--- src/rtl/lcd_pkg.sv ---
// Shared constants and FSM encoding for the ST7735 SPI byte writer.
package lcd_pkg;

  // Value of the dc bit (data[8] / lcd_dc) for command and data bytes.
  localparam logic DC_CMD  = 1'b0;
  localparam logic DC_DATA = 1'b1;

  // ST7735 opcodes used when setting up a drawing window.
  localparam logic [7:0] CASET = 8'h2A;
  localparam logic [7:0] RASET = 8'h2B;
  localparam logic [7:0] RAMWR = 8'h2C;

  // One-hot writer states.
  typedef enum logic [3:0] {
    ST_IDLE  = 4'b0001,
    ST_SHIFT = 4'b0010,
    ST_DONE  = 4'b0100,
    ST_GAP   = 4'b1000
  } lcd_state_t;

endpackage

--- src/rtl/lcd_spi_byte_writer_if.sv ---
// Producer-side handshake of the byte writer.
// Handshake: en_write is a level request and data must be valid while it is
// high; the writer samples both only while idle. wr_done pulses for exactly
// one cycle when the byte has been shifted out; the producer may then change
// data, which is not sampled again until the inter-byte gap has elapsed.
// busy is high whenever the writer is not idle. state mirrors the FSM.
interface lcd_spi_byte_writer_if;
  import lcd_pkg::*;

  logic       en_write;
  logic [8:0] data;
  logic       wr_done;
  logic       busy;
  lcd_state_t state;

  modport master (output en_write, output data, input wr_done, input busy, input state);
  modport slave  (input en_write, input data, output wr_done, output busy, output state);
endinterface

--- src/rtl/lcd_spi_clkgen.sv ---
// SCK divider: counts sys_clk cycles per SCK half-period while enabled and
// flags whether the coming SCK toggle is a rising or a falling one.
module lcd_spi_clkgen #(
  parameter int CLK_DIV = 2
) (
  input  logic sys_clk,
  input  logic sys_rst,
  input  logic en,
  input  logic sck,
  output logic sck_rise,
  output logic sck_fall
);

  localparam int            DW       = $clog2(CLK_DIV) + 1;
  localparam logic [DW-1:0] DIV_LAST = DW'(CLK_DIV - 1);

  logic [DW-1:0] div_cnt;
  logic          tick;

  assign tick     = en && (div_cnt == DIV_LAST);
  assign sck_rise = tick && !sck;
  assign sck_fall = tick && sck;

  // Half-period counter; held at zero whenever the writer is not shifting.
  always_ff @(posedge sys_clk) begin
    if (sys_rst || !en) begin
      div_cnt <= '0;
    end else if (div_cnt == DIV_LAST) begin
      div_cnt <= '0;
    end else begin
      div_cnt <= div_cnt + DW'(1);
    end
  end

endmodule

--- src/rtl/lcd_spi_byte_writer.sv ---
// Serialises one 9-bit {dc, byte} LCD word per CS-low frame on 4-wire SPI,
// mode 0, MSB first. All pin outputs are registered.
module lcd_spi_byte_writer
  import lcd_pkg::*;
#(
  parameter int CLK_DIV    = 2,
  parameter int GAP_CYCLES = 3
) (
  input  logic                        sys_clk,
  input  logic                        sys_rst,
  lcd_spi_byte_writer_if.slave        bus,
  output logic                        lcd_cs,
  output logic                        lcd_sck,
  output logic                        lcd_mosi,
  output logic                        lcd_dc
);

  localparam int            GW       = $clog2(GAP_CYCLES + 1) + 1;
  localparam logic [GW-1:0] GAP_LAST = GW'(GAP_CYCLES - 1);
  localparam logic [2:0]    BIT_LAST = 3'd7;

  lcd_state_t    state, state_d;
  logic [7:0]    shreg;
  logic [2:0]    bit_cnt;
  logic [GW-1:0] gap_cnt;
  logic          wr_done_r;
  logic          busy_r;
  logic          sck_rise;
  logic          sck_fall;

  assign bus.wr_done = wr_done_r;
  assign bus.busy    = busy_r;
  assign bus.state   = state;

  lcd_spi_clkgen #(.CLK_DIV(CLK_DIV)) u_clkgen (
    .sys_clk  (sys_clk),
    .sys_rst  (sys_rst),
    .en       (state == ST_SHIFT),
    .sck      (lcd_sck),
    .sck_rise (sck_rise),
    .sck_fall (sck_fall)
  );

  // State register.
  always_ff @(posedge sys_clk) begin
    if (sys_rst) begin
      state <= ST_IDLE;
    end else begin
      state <= state_d;
    end
  end

  // Next state: a frame always runs to completion once started.
  always_comb begin
    state_d = state;
    unique case (state)
      ST_IDLE:  if (bus.en_write) state_d = ST_SHIFT;
      ST_SHIFT: if (sck_fall && (bit_cnt == BIT_LAST)) state_d = ST_DONE;
      ST_DONE:  state_d = (GAP_CYCLES == 0) ? ST_IDLE : ST_GAP;
      ST_GAP:   if (gap_cnt == GAP_LAST) state_d = ST_IDLE;
      default:  state_d = ST_IDLE;
    endcase
  end

  // Datapath and pin registers; MOSI only changes on falling SCK toggles so
  // it is stable around every rising edge.
  always_ff @(posedge sys_clk) begin
    if (sys_rst) begin
      shreg     <= '0;
      bit_cnt   <= '0;
      gap_cnt   <= '0;
      lcd_cs    <= 1'b1;
      lcd_sck   <= 1'b0;
      lcd_mosi  <= 1'b0;
      lcd_dc    <= DC_CMD;
      wr_done_r <= 1'b0;
      busy_r    <= 1'b0;
    end else begin
      wr_done_r <= 1'b0;
      busy_r    <= (state_d != ST_IDLE);
      unique case (state)
        ST_IDLE: begin
          if (bus.en_write) begin
            shreg    <= bus.data[7:0];
            lcd_dc   <= bus.data[8];
            lcd_cs   <= 1'b0;
            lcd_mosi <= bus.data[7];
            bit_cnt  <= '0;
          end
        end
        ST_SHIFT: begin
          if (sck_rise || sck_fall) begin
            lcd_sck <= ~lcd_sck;
          end
          if (sck_fall) begin
            if (bit_cnt == BIT_LAST) begin
              wr_done_r <= 1'b1;
            end else begin
              bit_cnt  <= bit_cnt + 3'd1;
              lcd_mosi <= shreg[6];
              shreg    <= {shreg[6:0], 1'b0};
            end
          end
        end
        ST_DONE: begin
          lcd_cs  <= 1'b1;
          lcd_sck <= 1'b0;
          gap_cnt <= '0;
        end
        ST_GAP: begin
          if (gap_cnt != GAP_LAST) begin
            gap_cnt <= gap_cnt + GW'(1);
          end
        end
        default: begin
          lcd_cs <= 1'b1;
        end
      endcase
    end
  end

endmodule
--- src/flat_wrapper.sv ---
// flat-port wrapper written by rule: the top's interface ports become plain ports
module lcd_spi_byte_writer_flat import lcd_pkg::*;
#(
  parameter int CLK_DIV    = 2,
  parameter int GAP_CYCLES = 3
)
  (sys_clk, sys_rst, lcd_cs, lcd_sck, lcd_mosi, lcd_dc, bus_en_write, bus_data, bus_wr_done, bus_busy, bus_state);
  lcd_spi_byte_writer_if bus_i ();
  input  logic sys_clk;
  input  logic sys_rst;
  output logic lcd_cs;
  output logic lcd_sck;
  output logic lcd_mosi;
  output logic lcd_dc;
  input wire logic [$bits(bus_i.en_write)-1:0] bus_en_write;
  input wire logic [$bits(bus_i.data)-1:0] bus_data;
  output wire logic [$bits(bus_i.wr_done)-1:0] bus_wr_done;
  output wire logic [$bits(bus_i.busy)-1:0] bus_busy;
  output wire logic [$bits(bus_i.state)-1:0] bus_state;
  assign bus_i.en_write = bus_en_write;
  assign bus_i.data = bus_data;
  assign bus_wr_done = bus_i.wr_done;
  assign bus_busy = bus_i.busy;
  assign bus_state = bus_i.state;
  lcd_spi_byte_writer #(.CLK_DIV(CLK_DIV), .GAP_CYCLES(GAP_CYCLES)) u_core (.sys_clk(sys_clk), .sys_rst(sys_rst), .bus(bus_i), .lcd_cs(lcd_cs), .lcd_sck(lcd_sck), .lcd_mosi(lcd_mosi), .lcd_dc(lcd_dc));
endmodule
--- config.mk ---
export PLATFORM = sky130hd
export DESIGN_NAME = lcd_spi_byte_writer_flat
export DESIGN_NICKNAME = d
export VERILOG_FILES = /design/src/rtl/lcd_pkg.sv /design/src/rtl/lcd_spi_byte_writer_if.sv /design/src/rtl/lcd_spi_clkgen.sv /design/src/rtl/lcd_spi_byte_writer.sv /design/src/flat_wrapper.sv
export SDC_FILE = /design/constraint.sdc
export NUM_CORES = 1
export LEC_CHECK = 0
export ABC_AREA = 1
export ABC_CLOCK_PERIOD_IN_PS = 2400
export BUFFER_PORTS_ARGS = -buffer_cell sky130_fd_sc_hd__buf_4
export CAP_MARGIN = 20
export CORE_ASPECT_RATIO = 1.25
export CORE_MARGIN = 2
export CORE_UTILIZATION = 40
export CTS_BUF_LIST = sky130_fd_sc_hd__clkbuf_8
export DETAILED_ROUTE_END_ITERATION = 8
export GPL_TIMING_DRIVEN = 0
export PLACE_DENSITY = 0.67
export SLEW_MARGIN = 20
export SYNTH_ARGS = -nofsm -noshare
export SYNTH_HDL_FRONTEND = slang
export SYNTH_SLANG_ARGS = --single-unit
--- constraint.sdc ---
create_clock -name sys_clk -period 2.4 [get_ports sys_clk]
set_clock_uncertainty 0.2 [all_clocks]
set_input_delay 0.12 -clock sys_clk [delete_from_list [all_inputs] [get_ports sys_clk]]
set_output_delay 0.12 -clock sys_clk [all_outputs]
set_load 0.005 [all_outputs]
After elaboration in Yosys (flattened, before gate mapping)
Index checks and enable logic that the tools add are counted.
{"block": "op_classes", "mux": 23, "reduce_logical": 19, "eq_ne": 14, "n_bitwise": 4, "n_addsub": 3}
{"operator": "$mux W7", "count": 3}
{"operator": "$pmux W4 S4", "count": 1}
{"operator": "$pmux W7 S2", "count": 1}
{"operator": "$mux W3", "count": 4}
{"operator": "$mux W4", "count": 3}
{"operator": "$pmux W3 S2", "count": 2}
{"operator": "$reduce_and A2 Y1", "count": 4}
{"operator": "$add A3 B1 Y3 const B", "count": 2}
{"operator": "$mux W1", "count": 6}
{"operator": "$ne A2 B1 Y1 const B", "count": 3}
{"operator": "$pmux W1 S2", "count": 3}
{"operator": "$reduce_bool A2 Y1", "count": 3}
{"operator": "$eq A4 B1 Y1 const B", "count": 1}
{"operator": "$eq A4 B2 Y1 const B", "count": 1}
{"operator": "$eq A4 B3 Y1 const B", "count": 1}
{"operator": "$eq A4 B4 Y1 const B", "count": 1}
{"operator": "$logic_and A1 B1 Y1", "count": 4}
{"operator": "$ne A2 B2 Y1 const B", "count": 2}
{"operator": "$ne A4 B1 Y1 const B", "count": 1}
{"operator": "$not A1 Y1", "count": 4}
{"operator": "$reduce_and A4 Y1", "count": 1}
{"operator": "$reduce_or A2 Y1", "count": 2}
{"operator": "$eq A3 B2 Y1 const B", "count": 1}
{"operator": "$eq A3 B3 Y1 const B", "count": 1}
{"operator": "other kinds (6)", "count": 8}
{"block": "word_totals", "regBits": 25, "wordCells": 74}

Depth between registers and ports, before layout
Gate-level depths: netlist of the first run.
{"block": "logic_depth", "ltp_word": 7, "mapped_depth": 10, "ltp_nobuf": 9}

Modules after synthesis
Synthesis of the first run repeated with hierarchy kept, for this count alone.
{"block": "unflattened", "hier_cells": 185, "area_unflattened_um2": 1272.5}
{"module": "lcd_spi_byte_writer", "n_inst": 1, "seq_area_each_um2": 460.4, "area_per_inst_um2": 1176.1, "cells_each": 172}
{"module": "lcd_spi_clkgen", "n_inst": 1, "seq_area_each_um2": 40.0, "area_per_inst_um2": 96.3, "cells_each": 13}

Worst setup path after synthesis of the first run
OpenSTA, ideal clock, no wires.
{"block": "synth_path", "kind": "reg-to-reg", "start": "register u_core.bit_cnt[0]", "end": "register u_core.lcd_mosi", "arrival_time_ps": 1325, "setup_ps": 113, "n_path_buf": 1, "synth_period_minus_slack_ps": 1638, "stages_incl_launch_ff": 8, "slack_ps": 762, "path_cell_list": "dfxtp_1 -> ha_1 -> ha_1 -> o31ai_1 -> buf_2 -> nand3_1 -> nand2_1 -> nor2_1"}
{"block": "synth_between", "elab_chain_cells": 3}
{"element": "from (decl)", "line": "lcd_spi_byte_writer.sv:24", "rtl": "logic [2:0] bit_cnt;"}
{"element": "from (signal assigned)", "line": "lcd_spi_byte_writer.sv:99", "rtl": "bit_cnt <= bit_cnt + 3'd1;"}
{"element": "$eq A3 B3 Y1", "line": "lcd_spi_byte_writer.sv:96", "rtl": "if (bit_cnt == BIT_LAST) begin"}
{"element": "$ne A2 B2 Y1 (no source line)"}
{"element": "$reduce_and A4 Y1 (no source line)"}
{"element": "to (signal assigned)", "line": "lcd_spi_byte_writer.sv:87", "rtl": "lcd_mosi <= bus.data[7];"}
{"element": "to (signal assigned)", "line": "lcd_spi_byte_writer.sv:100", "rtl": "lcd_mosi <= shreg[6];"}
{"element": "to (decl)", "line": "lcd_spi_byte_writer.sv:14", "rtl": "output logic lcd_mosi,"}
Every way passes these cells.
A chain may end at the register's enable or synchronous reset.

Final worst setup path of the first run
{"block": "layout_path", "start": "register u_core.bit_cnt[0]", "end": "register u_core.shreg[5]"}
{"block": "layout_between", "elab_chain_cells": 3}
{"element": "$eq A3 B3 Y1", "line": "lcd_spi_byte_writer.sv:96"}
{"element": "$ne A2 B2 Y1 (no source line)"}
{"element": "$reduce_and A4 Y1 (no source line)"}
{"element": "to (signal assigned)", "line": "lcd_spi_byte_writer.sv:84", "rtl": "shreg <= bus.data[7:0];"}
{"element": "to (signal assigned)", "line": "lcd_spi_byte_writer.sv:101", "rtl": "shreg <= {shreg[6:0], 1'b0};"}
{"element": "to (decl)", "line": "lcd_spi_byte_writer.sv:23", "rtl": "logic [7:0] shreg;"}
Every way passes these cells.

==> run metrics, run 1 <==
status completed; Async SR Flop Fraction 0%; pin count of the biggest net entering global routing 14; Total Power a little over 0.0009 W; crit path launch type register; net count after synthesis roughly 200; LEAKAGE 0.7821 nW; DRT Pass-1 Iters 4; die area 0.003678 mm^2; ranking of synthesized cells by area dfxtp_1, nand2_1, nor2_1, nand3_1, inv_1; Seq. cell area 500.5 um^2; initial antenna violation count 0; Post-route DRC 0; crit path max fanout 10; area growth from synthesis to layout 21.17%; number of cell rows 23; Max Clk Rate 549.0 MHz; count of buffers from port buffering 20; Num CTS Buffers 3; layout cells sized above 1 19.34%; setup bufs post-CTS 0; Final WS setup 0.5786 ns; detailed placement HPWL 1971 um; Core ar. around 0.0031 mm^2; Final Wtd Congestion 0.8019; Max Buffers Root-to-Sink 2; post-synth top area share 39.02%; Hold Violations, Final 0; DRT iter0 DRCs 22; post-CTS resize count 0; Tmin final around 1.8 ns; post-place setup slack 0.5854 ns; I/O Pins 22; final worst path period share 75.89%; Pins Over Slew Limit 0; Hold/Removal Path Class input port to register; # nets final 230; Routed WL per cell 10.55 um; fillcell total 335; later-pin clock latency in the skew report ~0.26 ns; hold buffers post-CTS 3; unrepaired setup endpoints after global routing no; worst vdd ir ~0.36 mV; DIE HEIGHT 67.31 um; register area share after synthesis around 39%; vias in the first global route 1130; Total GRT Usage 16.82%; Clock Tree Root clkbuf_8; Cells after Synth roughly 190; syn avg cell area between 6 and 7 um^2; CTS H-tree lvls 1; max cap viols 0; flops & latches, synth 25; multi-input logic area between 600 and 700 um^2; Clock transition at path regs 0.08 ns; total gr overflow 0; first-pass GRT wire length 4657 um; Die W 54.65 um; TritonCTS clock tree yes; Synth top cells by count nand2_1, nor2_1, nand3_1, dfxtp_1, inv_1; predominant post-synthesis flop cell dfxtp_1; drt total wl approximately 2600 um; nature of the critical path endpoint register; Initial Util 40.89%; setup violators final 0; clock sink count 25; Ys Warns 0; Finished Cell Area 0.001554 mm^2; EDFF count, synth 0; vias per cell 4.763; Mapped Area 0.001282 mm^2; placed cell areas 0.001479 mm^2; Cell variety after synth 24; final setup TNS 0 ns; vias post-DR 1186; Crit Path Category register to register; most common cell in the synthesized netlist nand2_1; post-synth top area cell dfxtp_1; PwrDens slightly below 600 mW/mm^2; Worst-Margin Slew 0.3136 ns; Rel. slew slack 79.10%; Data arrival, critical path 1.78 ns; Final ANT Viol Nets 0; fin util 49.54%; required time worst endpoint 2.36 ns; diodes inserted 0
worst max-delay path, stage by stage, from the launching register on:
cell	delay, ns
dfxtp_1	0.33
ha_1	0.20
ha_1	0.21
o31ai_1	0.29
buf_2	0.28
nand3_1	0.09
nand2_1	0.07
nor2_1	0.04
state kept, by name, indices dropped and copies added, names as in the netlist:
register,flops
u_core.bit_cnt,3
u_core.bus.state,4
u_core.bus.wr_done,1
u_core.lcd_dc,1
u_core.shreg,7
u_core.lcd_sck,1
u_core.gap_cnt,3
u_core.bus.busy,1
u_core.lcd_mosi,1
u_core.lcd_cs,1
u_core.u_clkgen.div_cnt,2
report_power, final:
group | total [W] | leakage [nW] | switching (W) | internal [W]
sequential | 0.000477 | 0.205 | 0.0000234 | 0.000454
combinational | 0.000207 | 0.550 | 0.000110 | 0.0000963
clock | 0.000236 | 0.0269 | 0.000122 | 0.000114
total | 0.000920 | 0.782 | 0.000256 | 0.000664
metrics by stage:
step / hold slack [ns] / cells
final: 0.05473 / 249
after global routing: 0.09929 / 249
after CTS: 0.04446 / 249
after detailed placement: 0.1540 / 242
after global placement: 0.1554 / 242
after floorplan: 0.05487 / 185
cell type report:
type	instances	area share [%]
Multi-Input combinational cell	131	42.11
Inverter	23	5.556
Clock buffer	3	2.657
Tap cell	37	2.979
Sequential cell	25	32.21
Clock inverter	1	0.2415
Timing Repair Buffer	23	11.59
Buffer	6	2.657
kinds of logic (layout without fill, tap and decap cells):
group / after synthesis / in the layout / share of synthesized area [%]
flops: 25 / 25 / 39.02
buf+inv: 29 / 56 / 9.950
fa+ha+maj: 5 / 5 / 4.878
simple gates: 114 / 114 / 40.78
compound gates: 11 / 11 / 4.683
xor+xnor: 1 / 1 / 0.6831
routing by layer:
| layer | GRT usage, % | vias up | part of all wire, % | wire length (um) |
|---|---|---|---|---|
| li1 | - | 634 | - | - |
| met1 | 20.22 | 522 | 45 | 1172 |
| met2 | 29.91 | 26 | 50 | 1318 |
| met3 | 2.655 | 4 | 3.9 | 103 |
| met4 | 4.688 | 0 | 1.2 | 31 |
| met5 | 0 | - | 0 | 0 |
path summary, 6_finish.rpt:
| check | start | end | cells after the start | slack, ns |
|---|---|---|---|---|
| max | u_core.bit_cnt[0] | u_core.shreg[5] | 7 | 0.58 |
| min | bus_en_write | u_core.bus.state[1] | 5 | 0.05 |
| max reg2reg | u_core.bit_cnt[0] | u_core.shreg[5] | 7 | 0.58 |
| min reg2reg | u_core.u_clkgen.div_cnt[0] | u_core.u_clkgen.div_cnt[0] | 1 | 0.23 |
cells in the final DEF (no fill, tap or decap), drive strengths merged:
master / netlist / final
o21ai: 4 / 4
ha: 5 / 5
buf: 5 / 25
clkbuf: 1 / 4
o211ai: 1 / 1
or2: 1 / 1
nand3: 26 / 26
dlygate4sd3: 0 / 3
nand2: 44 / 44
o31ai: 1 / 1
nor3: 1 / 1
nor2: 40 / 40
dfxtp: 25 / 25
xnor2: 1 / 1
a21oi: 5 / 5
nand4: 2 / 2
inv: 23 / 24
(Power assumes the default switching activity.)
==> run 2, diff against run 1 <==
ABC_CLOCK_PERIOD_IN_PS = 1700   (was 2400)
clock period = 1.7 ns   (was 2.4 ns; I/O delays follow)
==> run 2 against run 1 <==
Sequential share of layout area is 1.7 points lower. Via count is 2.3% higher. Register-to-register slack worse by 0.51 ns. Die area stayed put. Combinational power is 55% higher. Worst setup slack worse by 0.51 ns. Final cell count is 3.2% higher. Critical endpoint is now u_core.shreg[0].
==> run metrics, run 2 (synthesis results as in run 1) <==
status completed; worst reg2reg setup slack 0.07 ns; Worst Reg-to-Reg Cells 7; PwrDens 799.7 mW/mm^2; layout cells sized above 1 26.36%; Hold/Removal Path Class input port to register; Max Clk Rate 613.1 MHz; Initial Util 40.89%; nature of the critical path endpoint register; vias in the first global route 1138; vias post-DR 1213; GRT met3 Usage 2.655%; required time worst endpoint 1.66 ns; Worst-Margin Slew between 0.3 and 0.4 ns; Hold Violations, Final 0; Core ar. between 0.003 and 0.004 mm^2; total gr overflow 0; final worst path period share 95.95%; Num CTS Buffers 3; Routed WL per cell 10.99 um; fillcell total 332; unrepaired setup endpoints after global routing yes; DRT iter0 DRCs 23; vias per cell 4.720; r2r endpoint u_core.shreg[0]; detailed placement HPWL 1971 um; worst vdd ir 0.4688 mV; number of cell rows 23; LEAKAGE roughly 0.83 nW; clock sink count 25; Clock Tree Root clkbuf_8; I/O Pins 22; Largest register FFs 7; Max Buffers Root-to-Sink 2; pin count of the biggest net entering global routing 14; crit path max fanout 5; GRT busiest layer met2; Post-route DRC 0; commonest cells after routing, fill and taps aside nand2_1, nor2_1, buf_4; Total Power approximately 0.0013 W; Total GRT Usage 17.26%; Finished Cell Area approximately 0.0017 mm^2; Data arrival, critical path 1.59 ns; count of buffers from port buffering 20; Rel. slew slack between 70% and 80%; Worst Hold Depth 7; Clock transition at path regs 0.08 ns; area growth from synthesis to layout 29.95%; setup violators final 0; die area 0.003678 mm^2; first-pass GRT wire length between 4000 and 5000 um; commonest non-fill, non-tap cell in the layout nand2_1; launch point of the worst hold path bus_data[1]; R2R Path Start u_core.bit_cnt[0]; DIE HEIGHT 67.31 um; max cap viols 0; CTS H-tree lvls 1; largest registers u_core.shreg (7), u_core.bus.state (4); Final ANT Viol Nets 0; crit path launch type register; placed cell areas approximately 0.0015 mm^2; Crit Path Category register to register; final setup TNS 0 ns; initial antenna violation count 0; Pins Over Slew Limit 0; Endpoint, Worst Hold u_core.shreg[1]; GRT met2 Usage 31.55%; DRT Pass-1 Iters 4; drt total wl 2825 um; met1 usage 20.08%; # nets final 238; later-pin clock latency in the skew report 0.26 ns; TritonCTS clock tree yes; Final Wtd Congestion 0.8019; Top reg by flops u_core.shreg; Tmin final 1.631 ns; diodes inserted 0; WHS 0.02080 ns; Die W 54.65 um
==> run 2: worst max path at each step <==
stage	startpoint	end	slack, ns	cells past startpoint
floorplan	u_core.bit_cnt[0]	u_core.lcd_mosi	0.06	7
global placement	u_core.bit_cnt[0]	u_core.lcd_mosi	-0.10	7
detailed placement	u_core.bit_cnt[0]	u_core.shreg[5]	-0.11	7
CTS	u_core.bus.state[1]	u_core.shreg[5]	0.008	10
global route	u_core.bus.state[1]	u_core.shreg[5]	-0.03	10
finish	u_core.bit_cnt[0]	u_core.shreg[0]	0.07	7
==> run 2: report_power, final <==
| part | total (W) | leakage (nW) | internal [W] | switching (W) |
|---|---|---|---|---|
| combinational | 0.000321 | 0.596 | 0.000154 | 0.000167 |
| sequential | 0.000678 | 0.206 | 0.000642 | 0.0000353 |
| clock | 0.000334 | 0.0269 | 0.000161 | 0.000173 |
==> run 2: per-layer routing <==
metal  vias to the layer above  wire length (um)
met1                       539              1226
met4                         0                31
li1                        649                 -
met5                         -                 0
met3                         4                90
met2                        21              1476
==> run 2: stage by stage <==
step,utilization (%),setup slack [ns],cells
3_5_place_dp,47.15,-0.1146,242
6_report,53.13,0.06882,257
5_1_grt,53.13,-0.03334,257
4_1_cts,50.42,0.008344,250
3_3_place_gp,47.15,-0.1013,242
2_1_floorplan,-,0.06231,185
==> run 2: what timing repair did <==
item,4_1_cts,5_1_grt
cloned,1,1
hold buffers,3,0
buffers inserted,0,6
pin swaps,1,5
endpoints found under the hold margin,8,0
setup endpoints to repair,10,13
gates resized for setup,6,14
==> run 2: critical path, cell delays in order (launching register included) <==
cell and delay, ns:
dfxtp_2 0.34, ha_2 0.19, ha_4 0.17, o31ai_4 0.28, buf_4 0.19, nand3_1 0.06
nand2_1 0.06, nor2_1 0.04
==> run 2: layout make-up <==
cell class / count / area, um^2 / area share, %
multi-input combinational: 131 / 690.7 / 41.44
sequential: 25 / 508.0 / 30.48
timing repair buffer: 31 / 240.2 / 14.41
inverter: 23 / 86.33 / 5.180
buffer: 6 / 50.05 / 3.003
tap: 37 / 46.29 / 2.778
clock buffer: 3 / 41.29 / 2.477
clock inverter: 1 / 3.754 / 0.2252
